`config.mk`:
```
export PLATFORM = sky130hd
export DESIGN_NAME = ysyx_23060203_wbu_flat
export DESIGN_NICKNAME = d
export VERILOG_FILES = /design/src/rtl/ysyx_23060203_wbu_if.sv /design/src/rtl/ysyx_23060203_wbu.sv /design/src/flat_wrapper.sv
export SDC_FILE = /design/constraint.sdc
export NUM_CORES = 1
export LEC_CHECK = 0
export CAP_MARGIN = 20
export CORE_MARGIN = 5
export CORE_UTILIZATION = 41
export CTS_BUF_LIST = sky130_fd_sc_hd__clkbuf_16
export CTS_CLUSTER_DIAMETER = 100
export DETAILED_ROUTE_END_ITERATION = 10
export GPL_TIMING_DRIVEN = 0
export PLACE_DENSITY = 0.89
export SLEW_MARGIN = 40
export SYNTH_ARGS = -nofsm -noshare
export SYNTH_HDL_FRONTEND = slang
export SYNTH_SLANG_ARGS = --single-unit
export TNS_END_PERCENT = 1
```
`constraint.sdc`:
```
create_clock -name clock -period 2.47 [get_ports clock]
set_input_delay 0.247 -clock clock [delete_from_list [all_inputs] [get_ports clock]]
set_output_delay 0.247 -clock clock [all_outputs]
set_load 0.03 [all_outputs]
```
`src/rtl/ysyx_23060203_wbu_if.sv`:
```
// Bundle of the WBU's upstream (EXU), data-memory read and GPR write-port signals.
// The slave modport is the WBU's view; master is the surrounding pipeline's view.
interface ysyx_23060203_wbu_if;
  logic        in_valid;
  logic        in_ready;
  logic [31:0] in_pc;
  logic [4:0]  in_rd;
  logic [31:0] in_data;
  logic        in_is_load;
  logic [1:0]  in_ld_size;
  logic        in_ld_signed;

  logic        mem_req_valid;
  logic        mem_req_ready;
  logic [31:0] mem_req_addr;
  logic        mem_resp_valid;
  logic [31:0] mem_resp_data;
  logic        mem_resp_err;

  logic        gpr_wen;
  logic [4:0]  gpr_waddr;
  logic [31:0] gpr_wdata;

  logic        busy;
  logic [4:0]  busy_rd;
  logic        retire_valid;
  logic [31:0] retire_pc;
  logic        err;

  modport slave (
    input  in_valid, in_pc, in_rd, in_data, in_is_load, in_ld_size, in_ld_signed,
    output in_ready,
    output mem_req_valid, mem_req_addr,
    input  mem_req_ready, mem_resp_valid, mem_resp_data, mem_resp_err,
    output gpr_wen, gpr_waddr, gpr_wdata,
    output busy, busy_rd, retire_valid, retire_pc, err
  );

  modport master (
    output in_valid, in_pc, in_rd, in_data, in_is_load, in_ld_size, in_ld_signed,
    input  in_ready,
    input  mem_req_valid, mem_req_addr,
    output mem_req_ready, mem_resp_valid, mem_resp_data, mem_resp_err,
    input  gpr_wen, gpr_waddr, gpr_wdata,
    input  busy, busy_rd, retire_valid, retire_pc, err
  );
endinterface

```
`src/rtl/ysyx_23060203_wbu.sv`:
```
// Writeback stage: retires one instruction at a time, performing the data-memory
// read for loads, and drives the GPR write port for exactly one cycle.
module ysyx_23060203_wbu #(
  parameter int NR_REG = 16
) (
  input logic                 clock,
  input logic                 reset,
  ysyx_23060203_wbu_if.slave  bus
);

  typedef enum logic [1:0] {S_IDLE, S_MREQ, S_MRESP, S_WB} state_t;

  typedef struct packed {
    logic [31:0] pc;
    logic [4:0]  rd;
    logic [31:0] data;
    logic [1:0]  size;
    logic        sgn;
    logic        supp;
  } inst_t;

  state_t      state_q, state_d;
  inst_t       inst_q;
  logic        err_q;
  logic        accept;
  logic        misalign;
  logic        rd_ok;
  logic [31:0] ld_val;
  logic [1:0]  lane;
  logic [7:0]  ld_byte;
  logic [15:0] ld_half;

  // Size 3 behaves as word, so size[1] alone selects the word alignment rule.
  assign misalign = bus.in_is_load &&
                    (((bus.in_ld_size == 2'd1) && bus.in_data[0]) ||
                     (bus.in_ld_size[1] && (bus.in_data[1:0] != 2'b00)));

  assign rd_ok = (inst_q.rd != 5'd0) && ({27'd0, inst_q.rd} < 32'(NR_REG));

  assign lane    = inst_q.data[1:0];
  assign ld_byte = bus.mem_resp_data[{lane, 3'b000} +: 8];
  assign ld_half = lane[1] ? bus.mem_resp_data[31:16] : bus.mem_resp_data[15:0];

  always_comb begin
    ld_val = bus.mem_resp_data;
    case (inst_q.size)
      2'd0:    ld_val = {{24{inst_q.sgn & ld_byte[7]}}, ld_byte};
      2'd1:    ld_val = {{16{inst_q.sgn & ld_half[15]}}, ld_half};
      default: ld_val = bus.mem_resp_data;
    endcase
  end

  always_ff @(posedge clock or posedge reset) begin
    if (reset) state_q <= S_IDLE;
    else       state_q <= state_d;
  end

  always_comb begin
    state_d           = state_q;
    accept            = 1'b0;
    bus.in_ready      = 1'b0;
    bus.mem_req_valid = 1'b0;
    bus.gpr_wen       = 1'b0;
    bus.retire_valid  = 1'b0;
    unique case (state_q)
      S_IDLE: begin
        bus.in_ready = 1'b1;
        if (bus.in_valid) begin
          accept  = 1'b1;
          state_d = (bus.in_is_load && !misalign) ? S_MREQ : S_WB;
        end
      end
      S_MREQ: begin
        bus.mem_req_valid = 1'b1;
        if (bus.mem_req_ready) state_d = S_MRESP;
      end
      S_MRESP: begin
        if (bus.mem_resp_valid) state_d = S_WB;
      end
      S_WB: begin
        bus.retire_valid = 1'b1;
        bus.gpr_wen      = !inst_q.supp && rd_ok;
        state_d          = S_IDLE;
      end
      default: state_d = S_IDLE;
    endcase
  end

  always_ff @(posedge clock or posedge reset) begin
    if (reset) begin
      inst_q <= '0;
      err_q  <= 1'b0;
    end else if (accept) begin
      inst_q.pc   <= bus.in_pc;
      inst_q.rd   <= bus.in_rd;
      inst_q.data <= bus.in_data;
      inst_q.size <= bus.in_ld_size;
      inst_q.sgn  <= bus.in_ld_signed;
      inst_q.supp <= misalign;
      if (misalign) err_q <= 1'b1;
    end else if ((state_q == S_MRESP) && bus.mem_resp_valid) begin
      // Loaded value replaces the address; a bus error still retires, just unwritten.
      inst_q.data <= ld_val;
      if (bus.mem_resp_err) begin
        inst_q.supp <= 1'b1;
        err_q       <= 1'b1;
      end
    end
  end

  assign bus.mem_req_addr = {inst_q.data[31:2], 2'b00};
  assign bus.gpr_waddr    = inst_q.rd;
  assign bus.gpr_wdata    = inst_q.data;
  assign bus.busy         = (state_q != S_IDLE);
  assign bus.busy_rd      = (state_q != S_IDLE) ? inst_q.rd : 5'd0;
  assign bus.retire_pc    = inst_q.pc;
  assign bus.err          = err_q;

endmodule
```
`src/flat_wrapper.sv`:
```
// flat-port wrapper written by rule: the top's interface ports become plain ports
module ysyx_23060203_wbu_flat 
#(
  parameter int NR_REG = 16
)
  (clock, reset, bus_in_valid, bus_in_pc, bus_in_rd, bus_in_data, bus_in_is_load, bus_in_ld_size, bus_in_ld_signed, bus_in_ready, bus_mem_req_valid, bus_mem_req_addr, bus_mem_req_ready, bus_mem_resp_valid, bus_mem_resp_data, bus_mem_resp_err, bus_gpr_wen, bus_gpr_waddr, bus_gpr_wdata, bus_busy, bus_busy_rd, bus_retire_valid, bus_retire_pc, bus_err);
  ysyx_23060203_wbu_if bus_i ();
  input logic clock;
  input logic reset;
  input wire logic [$bits(bus_i.in_valid)-1:0] bus_in_valid;
  input wire logic [$bits(bus_i.in_pc)-1:0] bus_in_pc;
  input wire logic [$bits(bus_i.in_rd)-1:0] bus_in_rd;
  input wire logic [$bits(bus_i.in_data)-1:0] bus_in_data;
  input wire logic [$bits(bus_i.in_is_load)-1:0] bus_in_is_load;
  input wire logic [$bits(bus_i.in_ld_size)-1:0] bus_in_ld_size;
  input wire logic [$bits(bus_i.in_ld_signed)-1:0] bus_in_ld_signed;
  output wire logic [$bits(bus_i.in_ready)-1:0] bus_in_ready;
  output wire logic [$bits(bus_i.mem_req_valid)-1:0] bus_mem_req_valid;
  output wire logic [$bits(bus_i.mem_req_addr)-1:0] bus_mem_req_addr;
  input wire logic [$bits(bus_i.mem_req_ready)-1:0] bus_mem_req_ready;
  input wire logic [$bits(bus_i.mem_resp_valid)-1:0] bus_mem_resp_valid;
  input wire logic [$bits(bus_i.mem_resp_data)-1:0] bus_mem_resp_data;
  input wire logic [$bits(bus_i.mem_resp_err)-1:0] bus_mem_resp_err;
  output wire logic [$bits(bus_i.gpr_wen)-1:0] bus_gpr_wen;
  output wire logic [$bits(bus_i.gpr_waddr)-1:0] bus_gpr_waddr;
  output wire logic [$bits(bus_i.gpr_wdata)-1:0] bus_gpr_wdata;
  output wire logic [$bits(bus_i.busy)-1:0] bus_busy;
  output wire logic [$bits(bus_i.busy_rd)-1:0] bus_busy_rd;
  output wire logic [$bits(bus_i.retire_valid)-1:0] bus_retire_valid;
  output wire logic [$bits(bus_i.retire_pc)-1:0] bus_retire_pc;
  output wire logic [$bits(bus_i.err)-1:0] bus_err;
  assign bus_i.in_valid = bus_in_valid;
  assign bus_i.in_pc = bus_in_pc;
  assign bus_i.in_rd = bus_in_rd;
  assign bus_i.in_data = bus_in_data;
  assign bus_i.in_is_load = bus_in_is_load;
  assign bus_i.in_ld_size = bus_in_ld_size;
  assign bus_i.in_ld_signed = bus_in_ld_signed;
  assign bus_in_ready = bus_i.in_ready;
  assign bus_mem_req_valid = bus_i.mem_req_valid;
  assign bus_mem_req_addr = bus_i.mem_req_addr;
  assign bus_i.mem_req_ready = bus_mem_req_ready;
  assign bus_i.mem_resp_valid = bus_mem_resp_valid;
  assign bus_i.mem_resp_data = bus_mem_resp_data;
  assign bus_i.mem_resp_err = bus_mem_resp_err;
  assign bus_gpr_wen = bus_i.gpr_wen;
  assign bus_gpr_waddr = bus_i.gpr_waddr;
  assign bus_gpr_wdata = bus_i.gpr_wdata;
  assign bus_busy = bus_i.busy;
  assign bus_busy_rd = bus_i.busy_rd;
  assign bus_retire_valid = bus_i.retire_valid;
  assign bus_retire_pc = bus_i.retire_pc;
  assign bus_err = bus_i.err;
  ysyx_23060203_wbu #(.NR_REG(NR_REG)) u_core (.clock(clock), .reset(reset), .bus(bus_i));
endmodule
```
==> results.md, run 1 <==
* Input/output buffers at 220
* Status: finished clean
* Worst IR drop on VDD at 0.893 mV
* Number of buffers inserted by post-CTS setup repair at 0
* EDFF count, synth at 0
* Initial antenna violation count at 0
* Via count of the first global-routing pass at 5006
* Master of the slowest instance on the critical path: sky130_fd_sc_hd__clkbuf_1
* Total Power Consumption at 11.0 mW
* Post-Syn Area at 4610 sq um
* Area growth, synth to finish at 59.6%
* Synth cell types at 36
* Critical path class: reg2reg
* Share of synthesized flip-flops with an asynchronous set or reset at 1.00
* Largest buffer count on any clock path at 2
* Total number of nets in the final design at 893
* Max-capacitance violation count at 0
* TritonCTS clock tree: done
* Fraction of the core area covered by cells at the end of the flow at 0.673
* Routed WL at 16000 um
* Register bit total from synthesis at 76
* H-tree levels at 3
* Ratio of cells with drive above 1 in the final layout at 0.176
* Core ar. at 10900 sq um
* Number of sinks on the clock net at 76
* Slew margin rel. at 0.641
* Half-perimeter wire length after detailed placement at 12700 um
* Sequential area share after synthesis at 0.412
* Average instance area after synthesis at 8.48 sq um
* Highest clock rate at 0.444 GHz
* Minimum hold slack at 0.302 ns
* Kind of cell adding the most delay to the critical path: buffers and inverters
* Clock edge transition at the registers on the reported setup and hold paths at 0.06 ns
* Number of hold buffers added after CTS at 0
* Layout Cell Area excl Fill at 7360 sq um
* Placed Instances at 906
* Avg WL per Cell at 17.3 um
* Gp weighted congestion at 0.939
* Fill cell total of the finished layout at 889
* Worst-Margin Slew at 0.539 ns
* Main flop type after synthesis: sky130_fd_sc_hd__dfrtp_1
* Classification of the worst-slack hold path: in2async
* Root buf cell: sky130_fd_sc_hd__clkbuf_16
* Crit path cell chain: inv_1 > ha_2 > nand2_1 > buf_2 > clkbuf_1 > clkbuf_1 > nand2_1 > nand2_1
* Final-report setup violation count at 0
* Global-route wire length before repair at 25000 um
* Via Count at 4641
* Largest net degree at the start of global routing at 45
* Effective utilization at floorplan at 0.422
* Cell repeated most along the worst path: sky130_fd_sc_hd__nand2_1
* Total CTS buffers at 9
* DR DRC count at 0
* WP data arrival at 2.51 ns
* Setup repair after global routing missed its margin: false
* Final clock period utilization by the worst path at 0.912
* Gate Count Post-Synth at 544
* Die area at 13500 sq um
* Total global routing track utilization at 0.237
* Area used by sequential logic in the layout at 1900 sq um
* CP required at 2.73 ns
* Antenna Violating Nets Remaining at 0
* Initial detailed-routing violation count at 345
* Clock insertion delay at the later pin of the skew report at 0.33 ns
* Crit-path max cell delay at 0.41 ns
* Critical path buffer and inverter count at 4
* Total number of yosys warnings at 0
* Clock Skew at 0.00551 ns
* Final max-slew violation count at 0
* Total negative slack at 0 ns
* Kind of capture point of the worst setup path: flop
* Die span in y at 116 um
* CP startpoint kind: flop
* Max Fanout on Critical Path at 10
* Static leakage power at 3.38 nW
* Site Rows at 38
* Number of cells on the critical path at 8
* Horizontal extent of the die at 116 um
* I/O pin count at 223
* Time the worst path needs with I/O delays and setup at 2.25 ns
* Area post-placement at 7030 sq um
* Endpoints failing hold at 0
* Setup WS pre-CTS at 0.116 ns
* Number of non-filler instances in the completed layout at 922
* Ratio of total power to cell area at 1490 nW/um^2
* Total inserted antenna cells at 0
* TritonRoute pass-1 iters at 5
* Leftover overflow at the end of global routing at 0
* PnR worst setup slack at 0.218 ns
* Area used by multi-input combinational logic at 1780 sq um
* Number of cell instances on the worst register-to-register path at 8
* Drt via density at 5.03
## power breakdown
part           internal (mW)  total, mW  switching [mW]
clock network          0.977       1.49           0.516
logic                   3.32       7.13            3.81
registers               1.86       2.33           0.471
## area by class of cell
| type | instances | share of cell area |
|---|---|---|
| repair buffers | 221 | 0.303 |
| flip-flops and latches | 76 | 0.258 |
| multi-input cells | 326 | 0.241 |
| plain buffers | 133 | 0.123 |
| clock buffers | 9 | 0.0306 |
| well taps | 140 | 0.0238 |
| clock inverters | 7 | 0.0146 |
| inverters | 10 | 0.00578 |
## what timing repair did
action	in CTS	in global routing
hold endpoints to repair	0	0
endpoints found under the setup margin	0	45
gates resized for setup	0	3
## routing by layer
| layer | routed length [um] | share of wire | global-route usage | vias to the layer above |
|---|---|---|---|---|
| met4 | 379 | 0.024 | 0.0851 | 0 |
| met3 | 1360 | 0.085 | 0.0616 | 29 |
| li1 | - | - | - | 2187 |
| met2 | 8150 | 0.51 | 0.422 | 221 |
| met5 | 0 | 0 | 0 | - |
| met1 | 6080 | 0.38 | 0.274 | 2204 |
## cell usage in the layout, fill, tap and decap left out, types with 3 or more instances in the layout
cell | Yosys | final
sky130_fd_sc_hd__buf_4 | 103 | 103
sky130_fd_sc_hd__buf_2 | 13 | 13
sky130_fd_sc_hd__a21oi_1 | 6 | 6
sky130_fd_sc_hd__a221oi_1 | 9 | 9
sky130_fd_sc_hd__dfrtp_1 | 76 | 76
sky130_fd_sc_hd__nor2_1 | 32 | 32
sky130_fd_sc_hd__buf_1 | 3 | 3
sky130_fd_sc_hd__mux2i_1 | 13 | 13
sky130_fd_sc_hd__clkdlybuf4s50_1 | 0 | 220
sky130_fd_sc_hd__o32ai_1 | 6 | 6
sky130_fd_sc_hd__nand2b_1 | 7 | 7
sky130_fd_sc_hd__and3_1 | 16 | 16
sky130_fd_sc_hd__nor2b_1 | 6 | 6
sky130_fd_sc_hd__nand3b_1 | 8 | 8
sky130_fd_sc_hd__clkbuf_16 | 0 | 9
sky130_fd_sc_hd__bufinv_16 | 0 | 3
sky130_fd_sc_hd__inv_1 | 10 | 11
sky130_fd_sc_hd__a211oi_1 | 22 | 22
sky130_fd_sc_hd__clkbuf_1 | 14 | 13
sky130_fd_sc_hd__o21ai_0 | 42 | 42
sky130_fd_sc_hd__ha_1 | 5 | 4
sky130_fd_sc_hd__nand2_1 | 132 | 132
## cell usage after synthesis, types with 2 or more instances
master	number	area, sq um
sky130_fd_sc_hd__a221oi_1	9	78.8
sky130_fd_sc_hd__clkbuf_1	14	52.6
sky130_fd_sc_hd__nor3_1	2	10.0
sky130_fd_sc_hd__nor2_1	32	120
sky130_fd_sc_hd__buf_1	3	11.3
sky130_fd_sc_hd__nor2b_1	6	37.5
sky130_fd_sc_hd__a31oi_1	2	12.5
sky130_fd_sc_hd__a21oi_1	6	30.0
sky130_fd_sc_hd__o22ai_1	2	12.5
sky130_fd_sc_hd__nand2b_1	7	43.8
sky130_fd_sc_hd__nand3b_1	8	60.1
sky130_fd_sc_hd__nand2_1	132	495
sky130_fd_sc_hd__buf_4	103	773
sky130_fd_sc_hd__o32ai_1	6	52.6
sky130_fd_sc_hd__o211ai_1	2	15.0
sky130_fd_sc_hd__and3_1	16	100
sky130_fd_sc_hd__inv_1	10	37.5
sky130_fd_sc_hd__a211oi_1	22	165
sky130_fd_sc_hd__o21ai_0	42	210
sky130_fd_sc_hd__dfrtp_1	76	1900
sky130_fd_sc_hd__ha_1	5	62.6
sky130_fd_sc_hd__buf_2	13	65.1
sky130_fd_sc_hd__mux2i_1	13	130
## path summary, 6_finish.rpt
check                                                       end  slack (ns)                                start
setup reg to reg            u_core.bus.gpr_waddr[0]$_DFFE_PP0P_        0.22        u_core.state_q[0]$_DFFE_PP0P_
hold reg to reg             u_core.bus.retire_pc[1]$_DFFE_PP0P_        0.47  u_core.bus.retire_pc[1]$_DFFE_PP0P_
setup / recovery            u_core.bus.gpr_waddr[0]$_DFFE_PP0P_        0.22        u_core.state_q[0]$_DFFE_PP0P_
max in group asynchronous  u_core.bus.gpr_wdata[18]$_DFFE_PP0P_        1.64                                reset
min in group clock         u_core.bus.retire_pc[12]$_DFFE_PP0P_        0.44                        bus_in_pc[12]
hold / removal             u_core.bus.retire_pc[24]$_DFFE_PP0P_        0.30                                reset
## flip-flops by register name (all words and copies together) (netlist names)
name / cells
u_core.bus.gpr_wdata: 32
u_core.bus.retire_pc: 32
u_core.bus.gpr_waddr: 5
u_core.inst_q: 4
u_core.state_q: 2
u_core.bus.err: 1
## logic make-up after synthesis
logic type / share of synthesized area
simple gates: 0.196
buf+inv: 0.204
compound gates: 0.138
flops: 0.412
mux: 0.0355
fa+ha+maj: 0.0136
other cells: 0.000813
## worst register-to-register path, cell delays in order (launching register included)
cell,delay [ns]
sky130_fd_sc_hd__dfrtp_1,0.39
sky130_fd_sc_hd__inv_1,0.10
sky130_fd_sc_hd__ha_2,0.28
sky130_fd_sc_hd__nand2_1,0.15
sky130_fd_sc_hd__buf_2,0.22
sky130_fd_sc_hd__clkbuf_1,0.38
sky130_fd_sc_hd__clkbuf_1,0.42
sky130_fd_sc_hd__nand2_1,0.15
sky130_fd_sc_hd__nand2_1,0.11
(Power assumes the default switching activity.)
==> run 2, diff against run 1 <==
Settings changed: CORE_MARGIN 5 to default, HOLD_SLACK_MARGIN from default to 0.12.
==> results.md, run 2 (same netlist as run 1, synthesis figures left out) <==
* Avg WL per Cell at 16.2 um (was 17.3 um)
* Total negative slack at 0 ns (unchanged)
* Slew margin rel. at 0.634 (was 0.641)
* Global routing usage on met1 at 0.297 (was 0.274)
* Leftover overflow at the end of global routing at 0 (unchanged)
* Antenna Violating Nets Remaining at 0 (unchanged)
* Number of cells on the critical path at 8 (unchanged)
* Die span in y at 108 um (was 116 um)
* Core ar. at 10900 sq um (about the same)
* Site Rows at 38 (unchanged)
* Total number of nets in the final design at 893 (unchanged)
* DR DRC count at 0 (unchanged)
* Drt via density at 5.03 (about the same)
* WP data arrival at 2.53 ns (was 2.51 ns)
* Largest net degree at the start of global routing at 41 (was 45)
* Kind of cell adding the most delay to the critical path: buffers and inverters (unchanged)
* Cell repeated most along the worst path: sky130_fd_sc_hd__nand2_1 (unchanged)
* H-tree levels at 3 (unchanged)
* Horizontal extent of the die at 108 um (was 116 um)
* Gp weighted congestion at 0.897 (was 0.939)
* Max-capacitance violation count at 0 (unchanged)
* I/O pin count at 223 (unchanged)
* Status: finished clean (unchanged)
* Total CTS buffers at 9 (unchanged)
* Via Count at 4632 (was 4641)
* Crit-path max cell delay at 0.43 ns (was 0.41 ns)
* Most common cell after layout, fill and taps aside: sky130_fd_sc_hd__clkdlybuf4s50_1 (unchanged)
* Largest buffer count on any clock path at 2 (unchanged)
* Input/output buffers at 220 (unchanged)
* Endpoints failing hold at 0 (unchanged)
* Critical path buffer and inverter count at 4 (unchanged)
* Final-report setup violation count at 0 (unchanged)
* Setup repair after global routing missed its margin: false (unchanged)
* TritonCTS clock tree: done (unchanged)
* Total Power Consumption at 10.7 mW (was 11.0 mW)
* Final max-slew violation count at 0 (unchanged)
* Area growth, synth to finish at 58.4% (was 59.6%)
* Most frequent cells in the layout: sky130_fd_sc_hd__clkdlybuf4s50_1, sky130_fd_sc_hd__nand2_1, sky130_fd_sc_hd__buf_4 (unchanged)
* Routed WL at 14900 um (was 16000 um)
* Kind of capture point of the worst setup path: flop (unchanged)
* Setup WS pre-CTS at 0.121 ns (was 0.116 ns)
* Initial antenna violation count at 0 (unchanged)
* Highest clock rate at 0.442 GHz (was 0.444 GHz)
* Crit path cell chain: inv_1 > ha_2 > nand2_1 > buf_2 > clkbuf_1 > buf_1 > nand2_1 > nand2_1 (was inv_1 > ha_2 > nand2_1 > buf_2 > clkbuf_1 > clkbuf_1 > nand2_1 > nand2_1)
* Routing layer with the top usage in global route: met2 (unchanged)
* Fraction of the core area covered by cells at the end of the flow at 0.671 (was 0.673)
* Total inserted antenna cells at 0 (unchanged)
* PnR worst setup slack at 0.209 ns (was 0.218 ns)
* Effective utilization at floorplan at 0.424 (was 0.422)
* Max Fanout on Critical Path at 10 (unchanged)
* CP startpoint kind: flop (unchanged)
* Total global routing track utilization at 0.258 (was 0.237)
* Final clock period utilization by the worst path at 0.915 (was 0.912)
* Half-perimeter wire length after detailed placement at 11700 um (was 12700 um)
* Initial detailed-routing violation count at 435 (was 345)
* Worst-Margin Slew at 0.548 ns (was 0.539 ns)
* Classification of the worst-slack hold path: in2async (unchanged)
* Time the worst path needs with I/O delays and setup at 2.26 ns (was 2.25 ns)
* Clock edge transition at the registers on the reported setup and hold paths at 0.06 ns (about the same)
* Number of buffers inserted by post-CTS setup repair at 0 (unchanged)
* Clock Skew at 0.00664 ns (was 0.00551 ns)
* Static leakage power at 3.34 nW (was 3.38 nW)
* Worst IR drop on VDD at 0.853 mV (was 0.893 mV)
* Number of cell instances on the worst register-to-register path at 8 (unchanged)
* Master of the slowest instance on the critical path: sky130_fd_sc_hd__clkbuf_1 (unchanged)
* Via count of the first global-routing pass at 4690 (was 5006)
* Number of sinks on the clock net at 76 (unchanged)
* Critical path class: reg2reg (unchanged)
* Global routing met2 resource utilization at 0.445 (was 0.422)
* CP required at 2.74 ns (was 2.73 ns)
* Root buf cell: sky130_fd_sc_hd__clkbuf_16 (unchanged)
* Fill cell total of the finished layout at 901 (was 889)
* Met3 track demand over resource at 0.0886 (was 0.0616)
* Ratio of total power to cell area at 1460 nW/um^2 (was 1490 nW/um^2)
* Clock insertion delay at the later pin of the skew report at 0.33 ns (about the same)
* Ratio of cells with drive above 1 in the final layout at 0.175 (was 0.176)
* TritonRoute pass-1 iters at 5 (unchanged)
* Die area at 11700 sq um (was 13500 sq um)
* Global-route wire length before repair at 22900 um (was 25000 um)
==> run 2: repair_timing <==
action                                  CTS  global route
endpoints found under the setup margin    0            25
hold endpoints to repair                  0             0
hold buffers                              0             0
resized for setup                         0             4
==> run 2: final timing paths <==
| path | from | endpoint | slack, ns |
|---|---|---|---|
| max | u_core.state_q[0]$_DFFE_PP0P_ | u_core.bus.retire_pc[24]$_DFFE_PP0P_ | 0.21 |
| min | reset | u_core.bus.retire_pc[13]$_DFFE_PP0P_ | 0.29 |
| max reg2reg | u_core.state_q[0]$_DFFE_PP0P_ | u_core.bus.retire_pc[24]$_DFFE_PP0P_ | 0.21 |
| min reg2reg | u_core.bus.retire_pc[6]$_DFFE_PP0P_ | u_core.bus.retire_pc[6]$_DFFE_PP0P_ | 0.47 |
| max in group asynchronous | reset | u_core.bus.retire_pc[29]$_DFFE_PP0P_ | 1.65 |
| min in group clock | bus_in_pc[30] | u_core.bus.retire_pc[30]$_DFFE_PP0P_ | 0.44 |
==> run 2: cell type report <==
cell class | count | area (sq um) | area share
plain buffers | 133 | 903 | 0.124
clock buffers | 9 | 225 | 0.0308
clock inverters | 6 | 57.6 | 0.00788
inverters | 10 | 42.5 | 0.00582
multi-input cells | 326 | 1780 | 0.243
flip-flops and latches | 76 | 1900 | 0.260
well taps | 140 | 175 | 0.0240
repair buffers | 221 | 2220 | 0.304
==> run 2: worst reg2reg max path: stages (launching register included) <==
cell and delay, ns:
sky130_fd_sc_hd__dfrtp_1 0.38, sky130_fd_sc_hd__inv_1 0.10, sky130_fd_sc_hd__ha_2 0.27, sky130_fd_sc_hd__nand2_1 0.14, sky130_fd_sc_hd__buf_2 0.21, sky130_fd_sc_hd__clkbuf_1 0.43, sky130_fd_sc_hd__buf_1 0.42, sky130_fd_sc_hd__nand2_1 0.14
sky130_fd_sc_hd__nand2_1 0.10
==> run 2: metal layers <==
| layer | vias to the layer above | routed length, um |
|---|---|---|
| met4 | 0 | 366 |
| met2 | 263 | 7350 |
| met5 | - | 0 |
| li1 | 2183 | - |
| met1 | 2158 | 5650 |
| met3 | 28 | 1510 |
==> run 2: where the power goes <==
group	switching (mW)	leakage, nW	internal [mW]	total, mW
Sequential	0.479	0.908	1.86	2.34
Clock	0.516	0.136	0.768	1.28
Combinational	3.76	2.29	3.31	7.07
==> run 2: stage by stage <==
step           hold WS (ns)  instances  instance area, sq um
2_1_floorplan         0.352        545                  4620
4_1_cts               0.308        921                  7300
6_report              0.287        921                  7310
5_1_grt               0.317        921                  7310
3_3_place_gp          0.459        905                  6990
3_5_place_dp          0.463        906                  7020
==> run 3, diff against run 2 <==
Settings changed: ABC_CLOCK_PERIOD_IN_PS from default to 2470.
==> results of run 3 <==
Same layout as run 2: the final DEF is identical, and so are final timing and power.
